<file path="src/rtl/traffic_pkg.sv">
// Shared encodings for the traffic lamp monitor: phases, FSM states, fault causes,
// the four legal lamp vectors and default phase lengths.
package traffic_pkg;

  typedef enum logic [2:0] {
    PH_NONE = 3'd0,
    PH_NSG  = 3'd1,
    PH_NSY  = 3'd2,
    PH_EWG  = 3'd3,
    PH_EWY  = 3'd4
  } phase_e;

  typedef enum logic [1:0] {
    ST_SYNC  = 2'd0,
    ST_TRACK = 2'd1,
    ST_FAULT = 2'd2
  } state_e;

  localparam logic [1:0] FC_NONE    = 2'd0;
  localparam logic [1:0] FC_ILLEGAL = 2'd1;
  localparam logic [1:0] FC_ORDER   = 2'd2;
  localparam logic [1:0] FC_DWELL   = 2'd3;

  // Lamp vectors ordered {ns_g, ns_y, ns_r, ew_g, ew_y, ew_r}
  localparam logic [5:0] LAMP_NSG = 6'b100_001;
  localparam logic [5:0] LAMP_NSY = 6'b010_001;
  localparam logic [5:0] LAMP_EWG = 6'b001_100;
  localparam logic [5:0] LAMP_EWY = 6'b001_010;

  localparam int unsigned NSG_LEN_DEF = 6;
  localparam int unsigned NSY_LEN_DEF = 2;
  localparam int unsigned EWG_LEN_DEF = 3;
  localparam int unsigned EWY_LEN_DEF = 2;

  function automatic phase_e next_phase(input phase_e p);
    case (p)
      PH_NSG:  next_phase = PH_NSY;
      PH_NSY:  next_phase = PH_EWG;
      PH_EWG:  next_phase = PH_EWY;
      PH_EWY:  next_phase = PH_NSG;
      default: next_phase = PH_NONE;
    endcase
  endfunction

endpackage

</file>
<file path="src/rtl/lamp_decode.sv">
// Combinational decode of the six lamp lines into a phase and a legal flag.
module lamp_decode
  import traffic_pkg::*;
(
  input  logic [5:0] lamps,
  output phase_e     phase,
  output logic       legal
);

  always_comb begin
    phase = PH_NONE;
    legal = 1'b1;
    case (lamps)
      LAMP_NSG: phase = PH_NSG;
      LAMP_NSY: phase = PH_NSY;
      LAMP_EWG: phase = PH_EWG;
      LAMP_EWY: phase = PH_EWY;
      default:  legal = 1'b0;
    endcase
  end

endmodule

</file>
<file path="src/rtl/traffic_lamp_monitor.sv">
// Safety monitor for the NS/EW signal controller: pattern, order and dwell checks.
// Define DWELL_CHECK_EN to enable phase-length checking (fault code 3).
module traffic_lamp_monitor
  import traffic_pkg::*;
#(
  parameter int unsigned NSG_LEN = NSG_LEN_DEF,
  parameter int unsigned NSY_LEN = NSY_LEN_DEF,
  parameter int unsigned EWG_LEN = EWG_LEN_DEF,
  parameter int unsigned EWY_LEN = EWY_LEN_DEF
) (
  input  logic       clock,
  input  logic       resetn,
  input  logic       ns_g,
  input  logic       ns_y,
  input  logic       ns_r,
  input  logic       ew_g,
  input  logic       ew_y,
  input  logic       ew_r,
  input  logic       fault_clr,
  output logic [2:0] phase,
  output logic       locked,
  output logic       fault,
  output logic [1:0] fault_code,
  output logic [3:0] dwell,
  output logic [7:0] cycle_cnt
);

`ifdef DWELL_CHECK_EN
  localparam bit DWELL_CHK = 1'b1;
`else
  localparam bit DWELL_CHK = 1'b0;
`endif

  state_e     state_q, state_d;
  phase_e     phase_q, phase_d;
  logic [3:0] dwell_q, dwell_d;
  logic [7:0] cnt_q, cnt_d;
  logic [1:0] code_q, code_d;

  phase_e     dec_phase;
  logic       dec_legal;
  logic [3:0] dwell_inc;
  logic [3:0] cur_len;

  lamp_decode u_dec (
    .lamps ({ns_g, ns_y, ns_r, ew_g, ew_y, ew_r}),
    .phase (dec_phase),
    .legal (dec_legal)
  );

  assign dwell_inc = (dwell_q == 4'd15) ? 4'd15 : dwell_q + 4'd1;

  always_comb begin
    case (phase_q)
      PH_NSG:  cur_len = 4'(NSG_LEN);
      PH_NSY:  cur_len = 4'(NSY_LEN);
      PH_EWG:  cur_len = 4'(EWG_LEN);
      PH_EWY:  cur_len = 4'(EWY_LEN);
      default: cur_len = 4'd0;
    endcase
  end

  always_comb begin
    state_d = state_q;
    phase_d = phase_q;
    dwell_d = dwell_q;
    cnt_d   = cnt_q;
    code_d  = code_q;
    if (fault_clr) begin
      state_d = ST_SYNC;
      phase_d = PH_NONE;
      dwell_d = 4'd0;
      code_d  = FC_NONE;
    end else begin
      case (state_q)
        ST_SYNC: begin
          if (!dec_legal) begin
            state_d = ST_FAULT;
            phase_d = PH_NONE;
            code_d  = FC_ILLEGAL;
          end else if (phase_q == PH_NONE) begin
            phase_d = dec_phase;
            dwell_d = 4'd1;
          end else if (dec_phase == phase_q) begin
            dwell_d = dwell_inc;
          end else begin
            // Any legal change marks a phase boundary; the partial phase is not judged
            state_d = ST_TRACK;
            phase_d = dec_phase;
            dwell_d = 4'd1;
          end
        end
        ST_TRACK: begin
          if (!dec_legal) begin
            state_d = ST_FAULT;
            phase_d = PH_NONE;
            code_d  = FC_ILLEGAL;
          end else if (dec_phase == phase_q) begin
            if (DWELL_CHK && dwell_q == cur_len) begin
              state_d = ST_FAULT;
              phase_d = PH_NONE;
              code_d  = FC_DWELL;
            end else begin
              dwell_d = dwell_inc;
            end
          end else if (dec_phase == next_phase(phase_q)) begin
            if (DWELL_CHK && dwell_q != cur_len) begin
              state_d = ST_FAULT;
              phase_d = PH_NONE;
              code_d  = FC_DWELL;
            end else begin
              phase_d = dec_phase;
              dwell_d = 4'd1;
              if (dec_phase == PH_NSG) cnt_d = cnt_q + 8'd1;
            end
          end else begin
            state_d = ST_FAULT;
            phase_d = PH_NONE;
            code_d  = FC_ORDER;
          end
        end
        default: ;
      endcase
    end
  end

  always_ff @(posedge clock) begin
    if (!resetn) begin
      state_q <= ST_SYNC;
      phase_q <= PH_NONE;
      dwell_q <= 4'd0;
      cnt_q   <= 8'd0;
      code_q  <= FC_NONE;
    end else begin
      state_q <= state_d;
      phase_q <= phase_d;
      dwell_q <= dwell_d;
      cnt_q   <= cnt_d;
      code_q  <= code_d;
    end
  end

  assign phase      = phase_q;
  assign locked     = (state_q == ST_TRACK);
  assign fault      = (state_q == ST_FAULT);
  assign fault_code = code_q;
  assign dwell      = dwell_q;
  assign cycle_cnt  = cnt_q;

endmodule

</file>
<file path="config.mk">
export PLATFORM = sky130hd
export DESIGN_NAME = traffic_lamp_monitor
export DESIGN_NICKNAME = d
export VERILOG_FILES = /design/src/rtl/traffic_pkg.sv /design/src/rtl/lamp_decode.sv /design/src/rtl/traffic_lamp_monitor.sv
export SDC_FILE = /design/constraint.sdc
export NUM_CORES = 1
export LEC_CHECK = 0
export ABC_AREA = 1
export CORE_ASPECT_RATIO = 0.9
export CORE_MARGIN = 3
export CORE_UTILIZATION = 45
export DETAILED_ROUTE_END_ITERATION = 6
export GPL_TIMING_DRIVEN = 0
export PLACE_DENSITY = 0.75
export SYNTH_ARGS = -nofsm -noshare
export SYNTH_HDL_FRONTEND = slang
export SYNTH_SLANG_ARGS = --single-unit
</file>
<file path="constraint.sdc">
create_clock -name clock -period 1.5 [get_ports clock]
set_clock_uncertainty 0.05 [all_clocks]
set_input_delay 0.15 -clock clock [delete_from_list [all_inputs] [get_ports clock]]
set_output_delay 0.15 -clock clock [all_outputs]
set_load 0.01 [all_outputs]
</file>
Yosys cells after proc, flatten, opt, wreduce, memory -nomap -nowiden
Cells that the tools add are included.

operators by class
  add/sub/neg operators = 2
  equal/unequal tests = 23
  muxes and demuxes = 32
  bitwise gates (word level) = 3
  reduce and logical (&&, ||, !) cells = 10

operator list
  kind                                            count
  two-way mux 3 bit                               10
  two-way mux 4 bit                               7
  one-hot mux 3 bit (4 select lines)              2
  two-way mux 2 bit                               8
  == test 6 x 4 -> 1 bit (second input constant)  2
  != test 3 bit (second input constant)           4
  adder 8 x 1 -> 8 bit (second input constant)    1
  one-hot mux 2 bit (2 select lines)              2
  one-hot mux 4 bit (2 select lines)              1
  AND reduction 4 bit                             2
  == test 3 x 1 -> 1 bit (second input constant)  2
  == test 3 x 2 -> 1 bit (second input constant)  2
  == test 3 bit                                   2
  == test 6 x 5 -> 1 bit (second input constant)  1
  == test 6 bit (second input constant)           1
  one-hot mux 3 bit (2 select lines)              1
  AND reduction 6 bit                             1
  AND reduction 5 bit                             1
  adder 4 x 1 -> 4 bit (second input constant)    1
  == test 4 bit (second input constant)           1
  != test 2 bit (second input constant)           2
  != test 4 bit (second input constant)           1
  OR reduction 4 bit                              1
  == test 3 bit (second input constant)           1
  other kinds (11)                                13

storage, ports and cells
  bits in registers = 19
  input bits = 9
  output and inout bits = 19
  word-level logic and storage cells = 75

Depth between registers and ports, before layout
Gate-level depths: netlist of run 1.

  word-level depth = 12
  depth in mapped cells = 14
  mapped depth without buffers = 14

Cells and area by module
Synthesis of run 1 repeated with hierarchy kept, for this count alone.

second synthesis, totals
  cell total of the unflattened synthesis = 229
  area, all modules = 1,318.8 µm²

by module, submodules not included
  module                instances  cells an instance  area an instance (µm²)  seq. area each (µm²)
  traffic_lamp_monitor  1          201                1,204.9                 380.4
  lamp_decode           1          28                 113.9                   0.0

Worst setup path before layout of run 1
Ideal clock, no wire load.

  kind = flip-flop to flip-flop
  from = register phase_q[2] (netlist: phase[2])
  to = register cnt_q[7] (netlist: cycle_cnt[7])
  setup time = 0.115 ns
  arrival time = 1.457 ns
  required time = 1.335 ns
  path slack = -0.122 ns
  stages on the path, launching flop included = 13
  buffers on the path = 1
  clock period less this slack = 1.622 ns
  cell sequence = dfxtp_1 inv_1 nand3_1 nand2_1 nand3_1 nand3_1 nor2_2 nand2_2 nor2_4 buf_6 nand3_1 nand2_1 nor2_1

between the ends
  word-level cells in the longest chain between the ends = 8
  elaborated cells on any way between the ends = 13
  classes of those cells = eq/ne (6); mux (5); bitwise (1); reduce/logical (1)

RTL lines
  what                                         line                         RTL
  from (decl)                                  traffic_lamp_monitor.sv:35   phase_e phase_q, phase_d;
  from (signal assigned)                       traffic_lamp_monitor.sv:136  phase_q <= phase_d;
  == test 3 bit, or another cell as far along  --
  one-hot mux 3 bit (4 select lines)           traffic_pkg.sv:36            case (p)
  two-way mux 3 bit                            traffic_lamp_monitor.sv:98   end else if (dec_phase == phase_q) begin
  two-way mux 3 bit                            traffic_lamp_monitor.sv:94   if (!dec_legal) begin
  two-way mux 3 bit                            traffic_lamp_monitor.sv:75   case (state_q)
  two-way mux 3 bit                            traffic_lamp_monitor.sv:69   if (fault_clr) begin
  == test 3 bit                                traffic_lamp_monitor.sv:106  end else if (dec_phase == next_phase(phase_q)) begin
  AND reduction 6 bit (no source line) (*)     --
  to (signal assigned)                         traffic_lamp_monitor.sv:138  cnt_q <= cnt_d;
  to (decl)                                    traffic_lamp_monitor.sv:37   logic [7:0] cnt_q, cnt_d;

Mark *: on every way between the ends. The rest lies on a longest branch, timed or not. The select of a mux whose other input is x is not followed.
A chain may end at the register's enable or synchronous reset.

Final worst setup path of run 1
  from = register phase_q[1] (netlist: phase[1])
  to = register cnt_q[3] (netlist: cycle_cnt[3])

Same word-level chain as after synthesis.

==> results.toml, run 1 <==
[timing]
setup_repair_after_global_routing_missed_its_margin = "true"
timing_hold_violations_final = 0
slew-limit-headroom = 0.727
maxSlewViolCount = 0
fin_setup_tns_ns = -1.33
min_period_over_period = 1.10
worst_pin_slew_ns = 0.406
achievable-frequency_mhz = 604
layout_setup_ws_ns = -0.156
final.min_clock_period_ns = 1.66
finalSetupViolCount = 15

[placement]
inst_count_dp = 273
globalplace.congestion = 0.818
dp_slack_ns = -0.597
detailedPlacementHpwl_um = 2160
placedInstanceArea_mm2 = 0.00162
port_buffers = 27

[critical_path]
worstSetupEndpointType = "register"
crit_type = "reg -> reg"
critical_path.max_fanout = 6
timing.critical_path.arrival_ns = 1.81
reg2reg_slack_ns = -0.16
crit_path_start_kind = "register"
timing.critical_path.required_ns = 1.66

[global_routing]
grt_pass1_wl_um = 5810
initial_antenna_violation_count = 0
grt_pass1_vias = 1390
grt.overflow.total = 0
grt_max_degree = 11
global_route.usage.total = 0.197

[power]
power.static_leakage_nw = 0.877
ir_worst_vdd_v = 0.000554
power_per_cell_area_mw_per_mm2 = 491

[route]
detail_route.vias_per_cell = 5.33
vias_after_detailed_routing = 1557
first_iter_violations = 77
route.final.wire_length_um = 3650
route.detailed.drc = 0
antenna_violating_nets_post_route = 0
post_drt_wl_per_cell_um = 12.5
drtPass1Iterations = 5

[cells_and_area]
post_route_cells_drive_above_1_share = 0.386
num-nets-final = 266
utilization = 0.762
post-route-cell-area_mm2 = 0.00198
fillers = 196
flow.area_growth_from_synthesis_pct = 53.5
final_cells = 292
antennaDiodeCount = 0

[clock_tree]
cts_sinks = 19
cts-htree-levels = 1
clkSlewWorstSetupHoldPaths_ns = 0.11
clockRootBuffer = "sky130_fd_sc_hd__clkbuf_4"
worstSkewPairLatency_ns = 0.30
post_cts_hold_buffer_count = 0
clock_path_buffers = 2
tritoncts = "built"
number_of_cts_inserted_buffers = 3

[die]
die-area_mm2 = 0.00354
floorplan.rows = 17
die_x_um = 62.4
fp.coreArea_mm2 = 0.00259
dieHeight_um = 56.7
ios = 28
floorplan.initialDensity = 0.496

[hold_path]
worst_hold_path_type = "in -> reg"

[yosys]
synth_ff_type = "sky130_fd_sc_hd__dfxtp_1"
synth_top_area_share = 0.295
postSynthAreaPerCell_um2 = 6.19
ranking_of_synthesized_cells_by_area = "sky130_fd_sc_hd__dfxtp_1, sky130_fd_sc_hd__nand2_1, sky130_fd_sc_hd__nor2_1"
synth_enable_flop_cells = 0
synth_seq_cells = 19
synthesis.area_mm2 = 0.00129
synth_top_cells_by_count = "sky130_fd_sc_hd__nand2_1, sky130_fd_sc_hd__nor2_1, sky130_fd_sc_hd__inv_1"
post-synth-top-count-cell = "sky130_fd_sc_hd__nand2_1"
netlist_instances = 208
postSynthNetCount = 219
post_synth_num_cell_types = 26
synth.yosys.seq_area_share = 0.295
post-synth-top-area-cell = "sky130_fd_sc_hd__dfxtp_1"
async_flop_share = 0
synth_warnings = 0

[flow_run]
maxCapViolCount = 0

[run_status]
violated_checks = "setup timing"
run_status = "finished with violations"
-- placed cells by master, fill, tap and decap left out, types with 4 or more instances in the layout --
master / netlist / final
sky130_fd_sc_hd__a21oi_1: 12 / 7
sky130_fd_sc_hd__a21oi_2: 0 / 5
sky130_fd_sc_hd__buf_4: 0 / 14
sky130_fd_sc_hd__clkdlybuf4s50_1: 0 / 16
sky130_fd_sc_hd__dfxtp_1: 19 / 5
sky130_fd_sc_hd__dfxtp_2: 0 / 10
sky130_fd_sc_hd__dfxtp_4: 0 / 4
sky130_fd_sc_hd__dlygate4sd2_1: 0 / 7
sky130_fd_sc_hd__inv_1: 29 / 24
sky130_fd_sc_hd__inv_2: 2 / 6
sky130_fd_sc_hd__nand2_1: 50 / 35
sky130_fd_sc_hd__nand2_2: 5 / 16
sky130_fd_sc_hd__nand2_4: 0 / 4
sky130_fd_sc_hd__nand3_1: 21 / 11
sky130_fd_sc_hd__nand3_2: 2 / 11
sky130_fd_sc_hd__nor2_1: 35 / 27
sky130_fd_sc_hd__nor2_2: 4 / 4
sky130_fd_sc_hd__nor2_4: 3 / 11
-- cell type report --
class,instances,area [um^2],area share
Sequential cell,19,408,0.206
Clock buffer,4,26.3,0.0133
Tap cell,38,47.5,0.0241
Inverter,32,123,0.0620
Buffer,1,11.3,0.00570
Multi-Input combinational cell,156,988,0.500
Timing Repair Buffer,42,373,0.189
-- registers in the layout, indices dropped and copies added, names as in the netlist --
| name | flops |
|---|---|
| state_q | 2 |
| cycle_cnt | 8 |
| dwell | 4 |
| phase | 3 |
| fault_code | 2 |
-- cell families (layout without fill, tap and decap cells) --
kind of cell	Yosys count	in the layout	synth area share
flops	19	19	0.295
compound gates	21	21	0.0836
buf+inv	33	79	0.102
simple gates	131	131	0.486
fa+ha+maj	2	2	0.0194
xor+xnor	2	2	0.0136
-- worst paths after layout --
check,cells after the start,start,endpoint
worst max-delay path,12,phase[1],cycle_cnt[3]
worst min-delay path,6,ns_y,phase[1]
worst max register to register,12,phase[1],cycle_cnt[3]
worst min register to register,2,fault_code[1],fault_code[1]
-- critical path, cell delays in order, from the launching register on --
cell and delay, ns:
sky130_fd_sc_hd__dfxtp_4 0.41, sky130_fd_sc_hd__nand2_4 0.06, sky130_fd_sc_hd__nor2_4 0.08, sky130_fd_sc_hd__nand4_1 0.10, sky130_fd_sc_hd__nand2_2 0.11, sky130_fd_sc_hd__nand3_4 0.10, sky130_fd_sc_hd__nor2_4 0.14, sky130_fd_sc_hd__nand2_4 0.08
sky130_fd_sc_hd__nor2_4 0.13, sky130_fd_sc_hd__buf_6 0.14, sky130_fd_sc_hd__nand3_2 0.07, sky130_fd_sc_hd__nand2_1 0.07, sky130_fd_sc_hd__nor2_1 0.04
-- layer usage --
metal	track usage	wire [um]
met3	0.0500	172
met4	0.0472	103
met2	0.337	1830
met5	0	0
met1	0.247	1540
-- power breakdown --
group          switching, mW  leakage [nW]  total (mW)  internal [mW]
clock network          0.158        0.0150       0.261          0.104
registers             0.0107         0.162       0.517          0.507
logic                  0.115         0.700       0.192         0.0765
total                  0.283         0.877       0.970          0.687
-- metrics by stage --
step                      power (mW)  hold WS (ns)
after floorplan                0.617         0.221
after CTS                      0.943         0.419
final                          0.970         0.385
after global placement         0.675         0.408
after detailed placement       0.676         0.404
after global routing            1.01         0.437
-- timing repair --
item / CTS / global route
gates resized for setup: 41 / 53
setup buffers: 9 / 5
setup endpoints to repair: 22 / 26
pin swaps: 17 / 15
cloned: 1 / 0
Note: power is estimated with default switching activity, not from simulation.
==> run 2: changes to the inputs <==
--- a/config.mk
+++ b/config.mk
@@ -8,10 +8,12 @@
 export ABC_AREA = 1
 export CORE_ASPECT_RATIO = 0.9
 export CORE_MARGIN = 3
-export CORE_UTILIZATION = 45
+export CORE_UTILIZATION = 47
+export CTS_BUF_LIST = sky130_fd_sc_hd__clkbuf_8
+export CTS_CLUSTER_DIAMETER = 100
 export DETAILED_ROUTE_END_ITERATION = 6
 export GPL_TIMING_DRIVEN = 0
-export PLACE_DENSITY = 0.75
+export PLACE_DENSITY = 0.88
 export SYNTH_ARGS = -nofsm -noshare
 export SYNTH_HDL_FRONTEND = slang
 export SYNTH_SLANG_ARGS = --single-unit
==> run 2 against run 1 <==
The flow still finishes with violations (setup timing). Non-clock buffer count shrank 6. Combinational power shrank 3%. Sequential cell count is the same. Sequential share of layout area shrank 0.26 points. Die area shrank 3.8%. Total power grew 10%. Routed wire length shrank 7.9%. Final cell count shrank 5.5%. Highest routed layer unchanged.
==> results.toml, run 2 (same netlist as run 1, synthesis figures left out) <==
[run_status]
run_status = "finished with violations"
violated_checks = "setup timing"

[placement]
globalplace.congestion = 0.846
port_buffers = 27
dp_slack_ns = -0.579
detailedPlacementHpwl_um = 2240
placedInstanceArea_mm2 = 0.00161

[global_routing]
grt.busiest_layer = "met2"
initial_antenna_violation_count = 0
use_met3 = 0.0534
grt_util_met2 = 0.314
grt.overflow.total = 0
grt_pass1_wl_um = 5240
global_route.usage.met1 = 0.243
grt_max_degree = 12
grt_pass1_vias = 1287
global_route.usage.total = 0.195

[critical_path]
timing.reg2reg.worst_path_depth = 12
cp_slowest_cell = "sky130_fd_sc_hd__dfxtp_4"
worst_r2r_endpoint = "dwell[2]"
worstSetupEndpointType = "register"
crit_path_start_kind = "register"
crit_chain = "inv_2, nand2_2, nor2_1, nand3_1, nand2_2, nor2_4, nand2_2, buf_6, nand2_4, nor2_4, nand2_1, a21oi_2"
crit_type = "reg -> reg"
cp_top_family = "simple AND/OR/NAND/NOR gates"
critical_path.max_fanout = 6
count_of_buffer_and_inverter_cells_on_the_critical_path = 2
timing.critical_path.required_ns = 1.65
logic_depth_of_the_worst_setup_path_including_buffers = 12
timing.critical_path.arrival_ns = 1.78
rr_startpoint = "phase[0]"
critPathMostFrequentCell = "sky130_fd_sc_hd__nand2_2"
worst_path_largest_cell_delay_ns = 0.37
reg2reg_slack_ns = -0.13

[flow_run]
maxCapViolCount = 0

[die]
ios = 28
dieHeight_um = 55.7
die_x_um = 61.2
floorplan.rows = 17
fp.coreArea_mm2 = 0.00253
die-area_mm2 = 0.00340
floorplan.initialDensity = 0.509

[hold_path]
whs_endpoint = "phase[2]"
min_delay_path_depth = 6
worst_hold_path_type = "in -> reg"
min-delay-start = "ew_r"

[clock_tree]
clkSlewWorstSetupHoldPaths_ns = 0.07
cts_sinks = 19
clock_path_buffers = 2
tritoncts = "built"
worstSkewPairLatency_ns = 0.26
clockRootBuffer = "sky130_fd_sc_hd__clkbuf_8"
number_of_cts_inserted_buffers = 3
cts-htree-levels = 1
post_cts_hold_buffer_count = 0

[power]
power_share_of_the_combinational_group = 0.175
ir_worst_vdd_v = 0.000543
power.switching_fraction = 0.285
power.static_leakage_nw = 0.874
net-switching-power_mw = 0.305
clock_power_share = 0.341
sequentialPowerShare = 0.484
power_per_cell_area_mw_per_mm2 = 554
p_int_mw = 0.764

[timing]
final.min_clock_period_ns = 1.63
timing_hold_violations_final = 0
achievable-frequency_mhz = 614
min_period_over_period = 1.09
setup_repair_after_global_routing_missed_its_margin = "true"
maxSlewViolCount = 0
holdWs_ns = 0.421
layout_setup_ws_ns = -0.130
slew-limit-headroom = 0.712
worst_pin_slew_ns = 0.428
finalSetupViolCount = 11

[route]
drtPass1Iterations = 7
vias_after_detailed_routing = 1457
detail_route.vias_per_cell = 5.28
first_iter_violations = 101
route.detailed.drc = 0
antenna_violating_nets_post_route = 0
route.final.wire_length_um = 3360
post_drt_wl_per_cell_um = 12.2

[cells_and_area]
antennaDiodeCount = 0
flow.area_growth_from_synthesis_pct = 49.8
final_cell_mix = "sky130_fd_sc_hd__nand2_1, sky130_fd_sc_hd__nor2_1, sky130_fd_sc_hd__inv_1"
post_route_cells_drive_above_1_share = 0.363
number_of_flip_flops_in_the_largest_register = 8
utilization = 0.762
final_common_cell = "sky130_fd_sc_hd__nand2_1"
num-nets-final = 260
post-route-cell-area_mm2 = 0.00193
[run 2: how the worst max path moves through the flow]
stage                        start            end  slack (ns)
after floorplan           phase[1]   cycle_cnt[7]     -0.0006
after global placement        ew_r  fault_code[0]       -0.56
after detailed placement      ew_r   cycle_cnt[7]       -0.58
after CTS                 phase[1]   cycle_cnt[3]       -0.15
after global routing      phase[0]       dwell[0]       -0.24
final                     phase[0]       dwell[2]       -0.13
[run 2: through the flow]
step                total power [mW]  instances  setup TNS, ns
floorplan                      0.617        208      -0.000616
global placement               0.673        263          -8.87
detailed placement             0.676        263          -9.78
CTS                             1.05        275          -1.18
global route                    1.11        276          -2.92
finish                          1.07        276          -1.08
[run 2: metal layers]
| layer | wire (um) | vias to the layer above |
|---|---|---|
| met5 | 0 | - |
| met4 | 48 | 0 |
| met3 | 105 | 8 |
| met2 | 1700 | 22 |
| met1 | 1500 | 684 |
| li1 | - | 743 |
[run 2: area by class of cell]
type	count	area, um^2
inverter	32	123
clock inverter	1	5.00
buffer	1	11.3
multi-input combinational	156	1010
sequential	19	393
fill	184	603
clock buffer	3	41.3
timing repair buffer	36	314
tap	28	35.0
[run 2: worst min-delay path, delay by kind of cell]
family	cells	cell delay, ns
compound gates	1	0.06
buf+inv	2	0.20
simple gates	3	0.29
[run 2: power groups by stage]
stage / combinational (mW) / clock [mW] / sequential, mW
3_3_place_gp: 0.146 / 0 / 0.527
2_1_floorplan: 0.0895 / 0 / 0.528
6_report: 0.187 / 0.364 / 0.517
5_1_grt: 0.205 / 0.392 / 0.518
3_5_place_dp: 0.149 / 0 / 0.527
4_1_cts: 0.163 / 0.370 / 0.515
[run 2: what timing repair did]
item / 4_1_cts / 5_1_grt
setup buffers: 7 / 1
resized for setup: 38 / 56
gates cloned: 1 / 0
endpoints found under the setup margin: 21 / 21
pin swaps: 19 / 21
==> run 3: changes to the inputs <==
--- a/config.mk
+++ b/config.mk
@@ -14,6 +14,7 @@
 export DETAILED_ROUTE_END_ITERATION = 6
 export GPL_TIMING_DRIVEN = 0
 export PLACE_DENSITY = 0.88
+export REMOVE_ABC_BUFFERS = 1
 export SYNTH_ARGS = -nofsm -noshare
 export SYNTH_HDL_FRONTEND = slang
 export SYNTH_SLANG_ARGS = --single-unit
==> run 3 against run 2 <==
The run still ends with setup timing left. Via count hardly changed. Global-route usage rose by 0.15 points. Worst setup slack worse by 0.0055 ns. Sequential power hardly changed. Sequential cell count unchanged. First-iteration DRC count is 51% lower. Clock-buffer cell count did not move. Critical path depth fell by 2. Total power shrank 1.9%. Worst hold slack worse by 0.026 ns. Non-clock buffer count fell by 1.
==> results.toml, run 3 (same netlist as run 1, synthesis figures left out) <==
[run_status]
run_status = "finished with violations"
violated_checks = "setup timing"

[cells_and_area]
antennaDiodeCount = 0
post_route_cells_drive_above_1_share = 0.262
flow.area_growth_from_synthesis_pct = 43.2
final_common_cell = "sky130_fd_sc_hd__nand2_1"
final_cell_mix = "sky130_fd_sc_hd__nand2_1, sky130_fd_sc_hd__nor2_1, sky130_fd_sc_hd__inv_1"
num-nets-final = 260
final_cells = 276
post-route-cell-area_mm2 = 0.00184
number_of_flip_flops_in_the_largest_register = 8

[die]
dieHeight_um = 55.7
die-area_mm2 = 0.00340
floorplan.rows = 17
ios = 28
floorplan.initialDensity = 0.509
fp.coreArea_mm2 = 0.00253
die_x_um = 61.2

[timing]
fin_setup_tns_ns = -1.51
timing_hold_violations_final = 0
final.min_clock_period_ns = 1.64
min_period_over_period = 1.09
worst_pin_slew_ns = 0.356
achievable-frequency_mhz = 611
slew-limit-headroom = 0.760
layout_setup_ws_ns = -0.135
setup_repair_after_global_routing_missed_its_margin = "true"
finalSetupViolCount = 18
maxSlewViolCount = 0

[clock_tree]
tritoncts = "built"
cts_sinks = 19
number_of_cts_inserted_buffers = 3
clkSlewWorstSetupHoldPaths_ns = 0.07
cts-htree-levels = 1
clock_path_buffers = 2
worstSkewPairLatency_ns = 0.26
clockRootBuffer = "sky130_fd_sc_hd__clkbuf_8"
post_cts_hold_buffer_count = 0

[critical_path]
timing.critical_path.required_ns = 1.59
reg2reg_slack_ns = -0.14
critical_path.max_fanout = 5
rr_startpoint = "phase[0]"
timing.critical_path.arrival_ns = 1.73
crit_path_start_kind = "register"
timing.reg2reg.worst_path_depth = 10
crit_path_end = "phase[0]"
cp-startpoint = "phase[0]"
crit_type = "reg -> reg"
worstSetupEndpointType = "register"
worst_r2r_endpoint = "phase[0]"

[power]
power_mw = 1.05
power_per_cell_area_mw_per_mm2 = 568
p_int_mw = 0.761
sequentialPowerShare = 0.493
net-switching-power_mw = 0.287
power_share_of_the_combinational_group = 0.173
ir_worst_vdd_v = 0.000604
clock_power_share = 0.334
power.static_leakage_nw = 0.835
power.switching_fraction = 0.274

[global_routing]
grt_pass1_vias = 1277
grt.overflow.total = 0
grt_pass1_wl_um = 5290
initial_antenna_violation_count = 0
global_route.usage.total = 0.196
grt_max_degree = 11

[route]
first_iter_violations = 49
route.final.wire_length_um = 3550
antenna_violating_nets_post_route = 0
detail_route.vias_per_cell = 5.28
vias_after_detailed_routing = 1456
drtPass1Iterations = 4
post_drt_wl_per_cell_um = 12.9
route.detailed.drc = 0

[placement]
globalplace.congestion = 0.892
inst_count_dp = 262
detailedPlacementHpwl_um = 2080
port_buffers = 27
placedInstanceArea_mm2 = 0.00158

[flow_run]
maxCapViolCount = 0

[hold_path]
worst_hold_path_type = "in -> reg"
==> run 3: changes by cell type in the layout (fill, tap and decap cells not counted), sizes merged <==
cell / delta
clkbuf: -4
dlygate4sd2: +3
buf: -2
clkdlybuf4s15: +2
clkdlybuf4s50: +1
clkinv: -1
dlymetal6s2s: -1
inv: +1
nor2: +1
==> run 3: final cells by class <==
type	instances	area [um^2]
clock buffers	3	41.3
clock inverters	1	3.75
fillers	189	687
inverters	32	125
multi-input cells	157	915
flip-flops and latches	19	395
well taps	28	35.0
repair buffers	36	329
==> run 3: how the worst min path moves through the flow <==
stage	from	end	slack, ns	cells past startpoint
after floorplan	resetn	cycle_cnt[3]	0.22	2
after global placement	fault_code[1]	fault_code[1]	0.41	2
after detailed placement	fault_code[1]	fault_code[1]	0.42	2
after CTS	fault_code[1]	fault_code[1]	0.43	2
after global routing	ew_r	phase[1]	0.43	6
final	ew_r	phase[1]	0.39	6
==> run 3: critical path, cell delays in order, from the launching register on <==
cell                      delay, ns
sky130_fd_sc_hd__dfxtp_4       0.37
sky130_fd_sc_hd__inv_4         0.07
sky130_fd_sc_hd__nand2_1       0.07
sky130_fd_sc_hd__nor2_1        0.09
sky130_fd_sc_hd__nand3_1       0.10
sky130_fd_sc_hd__nand2_2       0.13
sky130_fd_sc_hd__nor2_4        0.07
sky130_fd_sc_hd__o21ai_0       0.31
sky130_fd_sc_hd__nand2_1       0.11
sky130_fd_sc_hd__o21ai_1       0.10
sky130_fd_sc_hd__nor2_1        0.05
==> run 3: layer usage <==
| layer | up-vias | global-route usage | share of wire |
|---|---|---|---|
| met5 | - | 0 | 0 |
| met4 | 0 | 0.0681 | 0.0087 |
| met3 | 4 | 0.0487 | 0.038 |
| met2 | 35 | 0.308 | 0.51 |
| met1 | 677 | 0.256 | 0.45 |
| li1 | 740 | - | - |
==> run 3: metrics by stage <==
stage | util | hold WS [ns] | setup WS [ns]
after floorplan | - | 0.221 | -0.107
after global placement | 0.625 | 0.408 | -0.564
after detailed placement | 0.625 | 0.416 | -0.582
after CTS | 0.692 | 0.429 | -0.0932
after global routing | 0.729 | 0.432 | -0.266
final | 0.729 | 0.395 | -0.135
==> run 3: timing repair <==
item	CTS	global route
cloned	1	0
buffers inserted	5	4
pin swaps	11	10
hold endpoints to repair	0	0
gates resized for setup	41	21
endpoints found under the setup margin	23	20
==> run 3: power groups by stage <==
stage          sequential (mW)  clock [mW]  combinational [mW]
6_report                 0.517       0.350               0.182
4_1_cts                  0.516       0.362               0.159
3_3_place_gp             0.530           0               0.145
5_1_grt                  0.517       0.383               0.198
2_1_floorplan            0.531           0              0.0887
3_5_place_dp             0.530           0               0.147
